===== config.mk =====
export PLATFORM = sky130hd
export DESIGN_NAME = hamming_rx_ctrl
export DESIGN_NICKNAME = d
export VERILOG_FILES = /design/src/rtl/hamming_pkg.sv /design/src/rtl/hamming74_syndrome.sv /design/src/rtl/hamming_rx_ctrl.sv
export SDC_FILE = /design/constraint.sdc
export NUM_CORES = 1
export LEC_CHECK = 0
export CELL_PAD_IN_SITES_DETAIL_PLACEMENT = 0
export CELL_PAD_IN_SITES_GLOBAL_PLACEMENT = 2
export CORE_ASPECT_RATIO = 1.4
export CORE_MARGIN = 2
export CORE_UTILIZATION = 33
export DETAILED_ROUTE_END_ITERATION = 6
export HOLD_SLACK_MARGIN = 0.06
export PLACE_DENSITY_LB_ADDON = 0.1
export SLEW_MARGIN = 20
export SYNTH_ARGS = -nofsm -noshare
export SYNTH_HDL_FRONTEND = slang
export SYNTH_SLANG_ARGS = --single-unit

===== constraint.sdc =====
create_clock -name clk -period 3.05 [get_ports clk]
set_input_delay 0.61 -clock clk [delete_from_list [all_inputs] [get_ports clk]]
set_output_delay 0.61 -clock clk [all_outputs]
set_load 0.02 [all_outputs]

===== src/rtl/hamming_pkg.sv =====
// Shared constants, FSM state type and syndrome helper for the Hamming(7,4) receive path.
package hamming_pkg;

  localparam int unsigned CODE_W = 7;
  localparam int unsigned DATA_W = 4;
  localparam int unsigned SYN_W  = 3;

  typedef enum logic {IDLE, RECV} state_e;

  // Syndrome value s names codeword position s, which lives at r[7-s].
  function automatic logic [SYN_W-1:0] err_bit_idx(input logic [SYN_W-1:0] syn);
    return SYN_W'(CODE_W) - syn;
  endfunction

endpackage


===== src/rtl/hamming74_syndrome.sv =====
// Combinational Hamming(7,4) decoder: syndrome, single-bit error pattern, corrected word, data.
module hamming74_syndrome
  import hamming_pkg::*;
(
  input  logic [CODE_W-1:0] r_i,
  output logic [SYN_W-1:0]  s_o,
  output logic [CODE_W-1:0] e_o,
  output logic [CODE_W-1:0] t_o,
  output logic [DATA_W-1:0] data_o
);

  logic [SYN_W-1:0] syn;

  always_comb begin
    syn[0] = r_i[6] ^ r_i[4] ^ r_i[2] ^ r_i[0];
    syn[1] = r_i[5] ^ r_i[4] ^ r_i[1] ^ r_i[0];
    syn[2] = r_i[3] ^ r_i[2] ^ r_i[1] ^ r_i[0];
  end

  always_comb begin
    e_o = '0;
    if (syn != '0) begin
      e_o = CODE_W'(1) << err_bit_idx(syn);
    end
  end

  assign s_o    = syn;
  assign t_o    = r_i ^ e_o;
  assign data_o = {t_o[4], t_o[2], t_o[1], t_o[0]};

endmodule


===== src/rtl/hamming_rx_ctrl.sv =====
// Serial Hamming(7,4) frame receiver: start-bit FSM, shift register, decoder, one-deep
// valid/ready output register and saturating status counters.
module hamming_rx_ctrl
  import hamming_pkg::*;
#(
  parameter int unsigned CNT_W = 16
) (
  input  logic              clk,
  input  logic              reset,
  input  logic              in,
  input  logic              out_ready,
  input  logic              clr,
  output logic              out_valid,
  output logic [CODE_W-1:0] r,
  output logic [SYN_W-1:0]  s,
  output logic [CODE_W-1:0] e,
  output logic [CODE_W-1:0] t,
  output logic [DATA_W-1:0] data,
  output logic              busy,
  output logic [CNT_W-1:0]  word_cnt,
  output logic [CNT_W-1:0]  corr_cnt,
  output logic              overrun
);

  state_e             state_q, state_d;
  logic [2:0]         bit_cnt_q, bit_cnt_d;
  logic [CODE_W-1:0]  shift_q, shift_d;
  logic               done;

  logic [SYN_W-1:0]   dec_s;
  logic [CODE_W-1:0]  dec_e, dec_t;
  logic [DATA_W-1:0]  dec_data;

  logic               out_valid_q, out_valid_d;
  logic [CODE_W-1:0]  r_q, e_q, t_q;
  logic [SYN_W-1:0]   s_q;
  logic [DATA_W-1:0]  data_q;
  logic [CNT_W-1:0]   word_cnt_q, word_cnt_d, corr_cnt_q, corr_cnt_d;
  logic               overrun_q, overrun_d;
  logic               load, drop;

  always_comb begin
    state_d   = state_q;
    bit_cnt_d = bit_cnt_q;
    shift_d   = shift_q;
    done      = 1'b0;
    unique case (state_q)
      IDLE: begin
        if (in) begin
          state_d   = RECV;
          bit_cnt_d = '0;
        end
      end
      RECV: begin
        shift_d   = {shift_q[CODE_W-2:0], in};
        bit_cnt_d = bit_cnt_q + 3'd1;
        if (bit_cnt_q == 3'd6) begin
          done      = 1'b1;
          state_d   = IDLE;
          bit_cnt_d = '0;
        end
      end
      default: state_d = IDLE;
    endcase
  end

  // Decode the word including the bit being shifted in, so the result is ready on done.
  hamming74_syndrome u_syndrome (
    .r_i    (shift_d),
    .s_o    (dec_s),
    .e_o    (dec_e),
    .t_o    (dec_t),
    .data_o (dec_data)
  );

  always_comb begin
    load        = done && (!out_valid_q || out_ready);
    drop        = done && out_valid_q && !out_ready;
    out_valid_d = load || (out_valid_q && !out_ready);

    word_cnt_d = word_cnt_q;
    corr_cnt_d = corr_cnt_q;
    overrun_d  = overrun_q || drop;
    if (load && (word_cnt_q != '1)) begin
      word_cnt_d = word_cnt_q + CNT_W'(1);
    end
    if (load && (dec_s != '0) && (corr_cnt_q != '1)) begin
      corr_cnt_d = corr_cnt_q + CNT_W'(1);
    end
    if (clr) begin
      word_cnt_d = '0;
      corr_cnt_d = '0;
      overrun_d  = 1'b0;
    end
  end

  always_ff @(posedge clk or negedge reset) begin
    if (!reset) begin
      state_q     <= IDLE;
      bit_cnt_q   <= '0;
      shift_q     <= '0;
      out_valid_q <= 1'b0;
      r_q         <= '0;
      s_q         <= '0;
      e_q         <= '0;
      t_q         <= '0;
      data_q      <= '0;
      word_cnt_q  <= '0;
      corr_cnt_q  <= '0;
      overrun_q   <= 1'b0;
    end else begin
      state_q     <= state_d;
      bit_cnt_q   <= bit_cnt_d;
      shift_q     <= shift_d;
      out_valid_q <= out_valid_d;
      word_cnt_q  <= word_cnt_d;
      corr_cnt_q  <= corr_cnt_d;
      overrun_q   <= overrun_d;
      if (load) begin
        r_q    <= shift_d;
        s_q    <= dec_s;
        e_q    <= dec_e;
        t_q    <= dec_t;
        data_q <= dec_data;
      end
    end
  end

  assign out_valid = out_valid_q;
  assign r         = r_q;
  assign s         = s_q;
  assign e         = e_q;
  assign t         = t_q;
  assign data      = data_q;
  assign busy      = (state_q == RECV);
  assign word_cnt  = word_cnt_q;
  assign corr_cnt  = corr_cnt_q;
  assign overrun   = overrun_q;

endmodule


* Yosys cells after proc, flatten, opt, wreduce, memory -nomap -nowiden *
Index checks and enable logic that the tools add are counted.

operators by class
  add/sub/neg operators = 4
  equal/unequal tests = 4
  shift operators = 1
  muxes and demuxes = 15
  bitwise logic cells = 11
  reduce and logical (&&, ||, !) cells = 15

operator list
  kind                     count
  $mux W16                 4
  $add A16 B1 Y16 const B  2
  $ne A16 B16 Y1 const B   2
  $mux W7                  2
  $xor A1 B1 Y1            9
  $logic_and A1 B1 Y1      7
  $shl A1 B3 Y7 const A    1
  $xor A7 B7 Y7            1
  $mux W3                  2
  $pmux W3 S2              1
  $mux W1                  5
  $reduce_bool A2 Y1       2
  $add A3 B1 Y3 const B    1
  $eq A3 B3 Y1 const B     1
  $logic_or A1 B1 Y1       3
  $reduce_bool A3 Y1       1
  $sub A3 B3 Y3 const A    1
  $logic_not A1 Y1         2
  $ne A2 B2 Y1 const B     1
  $pmux W1 S2              1
  $not A1 Y1               1

word-level totals
  register bits = 73
  input bits = 5
  output and inout port bits = 63
  logic and storage cells = 62

* Longest topological paths before layout *
Gate-level depths: netlist of the first run.

  depth in word-level cells = 9
  depth in mapped cells = 9
  depth with buffers taken out = 7

* By module *
From an unflattened synthesis of the first run, not the netlist that was laid out.

second synthesis, totals
  cell total of the unflattened synthesis = 375
  area total of the unflattened synthesis = 3,616.0 µm²

modules (own cells, without submodules)
  module              instances  cells each  area an instance (µm²)  sequential area each (µm²)
  hamming_rx_ctrl     1          345         3,369.5                 1,826.8
  hamming74_syndrome  1          30          246.5                   0.0

* Worst setup path before layout of the first run *
No wires, ideal clock.

  path kind = input -> register
  start = in in
  end = reg corr_cnt_q[11], in the netlist corr_cnt[11]
  library setup time = 0.128 ns
  data arrival time = 2.410 ns
  data required time = 2.922 ns
  slack = 0.512 ns
  stages = 8
  buffers on the path = 2
  cell sequence = xnor3_1 -> mux2_4 -> nor2b_4 -> a221o_1 -> buf_6 -> buf_12 -> a21oi_2 -> mux2_1

on the way
  cells in the longest elaborated chain, start to end = 6
  elaborated cells between the ends (all ways) = 8
  classes of those cells = mux (1); bitwise (3); reduce/logical (4)

RTL lines
  element                                  line                                                                          text
  start: declaration                       hamming_rx_ctrl.sv:10                                                         input logic in,
  $mux W7 (*)                              hamming_rx_ctrl.sv:47                                                         unique case (state_q)
  $xor A1 B1 Y1 (on tied branches)         hamming74_syndrome.sv:15, hamming74_syndrome.sv:16, hamming74_syndrome.sv:17
  $reduce_bool A3 Y1 (*)                   hamming_rx_ctrl.sv:87                                                         if (load && (dec_s != '0) && (corr_cnt_q != '1)) begin
  $logic_and A1 B1 Y1 (*) (2 in a row)     hamming_rx_ctrl.sv:87
  $reduce_bool A2 Y1 (no source line) (*)  --
  end signal: assignment                   hamming_rx_ctrl.sv:117                                                        corr_cnt_q <= corr_cnt_d;
  end: declaration                         hamming_rx_ctrl.sv:38                                                         logic [CNT_W-1:0] word_cnt_q, word_cnt_d, corr_cnt_q, corr_cnt_d;

Every way passes the cells marked *; elsewhere a longest branch is shown, timed or not.
A chain may end at the register's enable or synchronous reset.

* Worst setup path after layout of the first run *
  start = in in
  end = reg corr_cnt_q[15], in the netlist corr_cnt[15]

The elaborated chain is that of the path after synthesis.

==> summary.txt, run 1 <==
ys flop type = dfrtp_1
crit path capture type = flop
Worst slew margin = 66.16%
post-DP HPWL = 5.629 mm
most frequent cell after synthesis = dfrtp_1
Yosys top cell by area = dfrtp_1
HP Class = in2async
port bufs = 67
Fillers = 1069
synthesized flop and latch total = 69
CTS tree = built
share of cells above drive strength 1 = 14.38%
H-tree levels = 3
Clock Pin Slew Worst Setup and Hold Paths = 60 ps
asr flop ratio synth = 100.0%
Syn Nets = 372
syn_area_per_cell = 10.10 um^2
Final period util = 93.73%
Nets = 441
number of global-route vias before repair = 2898
Slew Limit Fails = 0
GRT overflow = 0
Syn-to-layout area delta = 31.65%
Synth cell types = 50
vias = 2774
area of the die = 0.01204 mm^2
Reg2Reg Launch Point = shift_q[1]$_DFF_PN0_
design area = 0.004851 mm^2
Reg2Reg Setup Slack = 480 ps
launch point of the worst path = in
Placement Cell Area = 0.004503 mm^2
Slew @ Worst Pin = 504.2 ps
outcome = completed
# diodes = 0
Antenna Nets Post-Route = 0
Post-CTS Setup Bufs = 0
Placer Congestion = 0.7518
die width = 93.31 um
first-pass GRT wire length = 14.08 mm
Sink Count = 69
Setup CP Type = in2reg
sequential share of the synthesized area = 46.86%
main area contributors after synthesis = dfrtp_1 (47%), nand2_1 (4.9%), mux2_2 (4.3%)
setup violators final = 0
CP Launch Type = primary input
Clk Tree Root Cell = clkbuf_16
Total GRT Usage = 14.83%
Initial Util = 33.91%
num rows = 45
die height = 129.0 um
area of the mapped netlist = 0.003685 mm^2
setup total negative slack = 0 ps
Worst EP arrival = 3060 ps
Core ar. = 0.01087 mm^2
fmax = 349.8 MHz
initial antenna violation count = 0
clk_lat worst skew = 330 ps
pin count of the biggest net entering global routing = 70
cts repair resizes = 0
number of DRC markers in iteration 0 = 49
Total Wirelength = 8.187 mm
clock buffer depth = 2
max-cap check violation count = 0
CTS Buf Count = 9
power density cells = 928.8 mW/mm^2
LEAKAGE = 2.133 nW
Syn. warnings = 0
worst vdd ir = 0.3317 mV
IO Count = 68
unrepaired setup endpoints after global routing = false
post-synth top area share = 46.86%
Commonest cells post-synth = dfrtp_1 (69), nand2_1 (48), nor2_1 (36), o21ai_0 (20), nand3_1 (16)
Worst Path Required = 3250 ps
wire length per cell = 14.14 um
Post-synth EDFFs = 0
Vias/cell = 4.791
hold bufs inserted after CTS = 0
crit-path max FO = 18
Final Critical Period = 2859 ps
Mapped Cells = 365
Post-route DRC = 0
final hold violation count = 0
worst clock skew = 4.462 ps
Initial DRT Pass Iterations = 4
[area by class of cell]
| cell class | count | area [um^2] | area share, % |
|---|---|---|---|
| Clock inverter | 4 | 95.09 | 1.960 |
| Sequential cell | 69 | 1727 | 35.59 |
| Inverter | 6 | 22.52 | 0.4643 |
| Clock buffer | 11 | 252.7 | 5.210 |
| Timing Repair Buffer | 82 | 815.8 | 16.82 |
| Tap cell | 141 | 176.4 | 3.637 |
| Multi-Input combinational cell | 266 | 1762 | 36.32 |
[registers in the layout, summed over array words and instances, names as in the netlist]
name,count
corr_cnt,16
overrun,1
r,7
busy,1
word_cnt,16
bit_cnt_q,3
t,7
out_valid,1
s,3
shift_q,7
e,7
[worst paths after layout]
path	end	cells after the start
worst max-delay path	corr_cnt[15]$_DFFE_PN0P_	8
worst min-delay path	bit_cnt_q[2]$_DFFE_PN0P_	2
worst max register to register	corr_cnt[15]$_DFFE_PN0P_	7
worst min register to register	t[3]$_DFFE_PN0P_	2
max in group asynchronous	word_cnt[12]$_DFFE_PN0P_	2
min in group clk	t[3]$_DFFE_PN0P_	2
[critical path, cell delays in order]
cell and delay, ps:
clkdlybuf4s50_1 510, xnor3_1 390, mux2_4 290, nor2b_4 130, a221o_1 360, buf_12 170
a211oi_2 240, mux2_1 360
[routing by layer]
metal  wire length (um)  GRT usage [%]  vias up
met5                  0              0        -
met3                283          3.721        4
met4                101          5.190        0
li1                   -              -     1381
met1               3555          18.09     1339
met2               4247          25.43       50
[cells in the final DEF, fill, tap and decap left out, types with 2 or more instances in the layout]
cell / synthesis / routed
dfrtp_1: 69 / 69
clkdlybuf4s50_1: 0 / 66
nand2_1: 48 / 48
nor2_1: 36 / 36
o21ai_0: 20 / 20
nand3_1: 16 / 16
mux2_2: 14 / 14
xor2_1: 14 / 14
nor2b_1: 13 / 13
xnor2_1: 12 / 12
buf_4: 5 / 12
mux2i_1: 11 / 11
a21oi_1: 10 / 10
clkbuf_16: 0 / 9
mux2_1: 8 / 8
nand4_1: 7 / 7
a21oi_2: 7 / 7
inv_1: 6 / 6
and3_1: 5 / 5
nor3b_1: 4 / 4
nor3_1: 3 / 3
and4_1: 3 / 3
or3_1: 3 / 3
bufinv_16: 0 / 3
buf_12: 1 / 3
nand2b_1: 2 / 2
xnor3_1: 2 / 2
a311oi_1: 2 / 2
a22o_1: 2 / 2
and2b_2: 2 / 2
and2_2: 2 / 2
o211ai_1: 2 / 2
a221o_1: 2 / 2
a211oi_2: 2 / 2
ha_1: 2 / 2
clkbuf_8: 1 / 2
[cell families after synthesis]
family,Yosys count,synth area share [%]
compound gates,53,9.712
xor+xnor,28,7.402
fa+ha+maj,2,0.6790
buf+inv,30,5.331
flops,69,46.86
mux,34,10.12
simple gates,149,19.90
[through the flow]
| stage | utilization (%) | hold slack [ps] | power, mW | std cells | setup slack (ps) |
|---|---|---|---|---|---|
| 3_3_place_gp | 41.44 | 462.9 | 3.324 | 564 | -109.5 |
| 2_1_floorplan | - | 314.4 | 2.633 | 365 | 512.2 |
| 6_report | 44.64 | 274.6 | 4.506 | 579 | 191.2 |
| 4_1_cts | 44.64 | 321.3 | 4.583 | 579 | 199.4 |
| 3_5_place_dp | 41.44 | 466.6 | 3.342 | 564 | -133.6 |
| 5_1_grt | 44.64 | 339.2 | 4.852 | 579 | 116.0 |
[power by group]
group | total [mW] | switching [mW] | internal (mW)
Sequential | 1.33 | 0.200 | 1.13
Combinational | 1.96 | 0.984 | 0.975
Clock | 1.22 | 0.379 | 0.837
Note: power is estimated with default switching activity, not from simulation.
==> run 2: changes to the inputs <==
--- a/config.mk
+++ b/config.mk
@@ -11,7 +11,7 @@
 export CORE_MARGIN = 2
 export CORE_UTILIZATION = 33
 export DETAILED_ROUTE_END_ITERATION = 6
-export HOLD_SLACK_MARGIN = 0.06
+export GPL_ROUTABILITY_DRIVEN = 0
 export PLACE_DENSITY_LB_ADDON = 0.1
 export SLEW_MARGIN = 20
 export SYNTH_ARGS = -nofsm -noshare
==> results of run 2 <==
Final layout, timing and power as in run 1 (identical DEF).
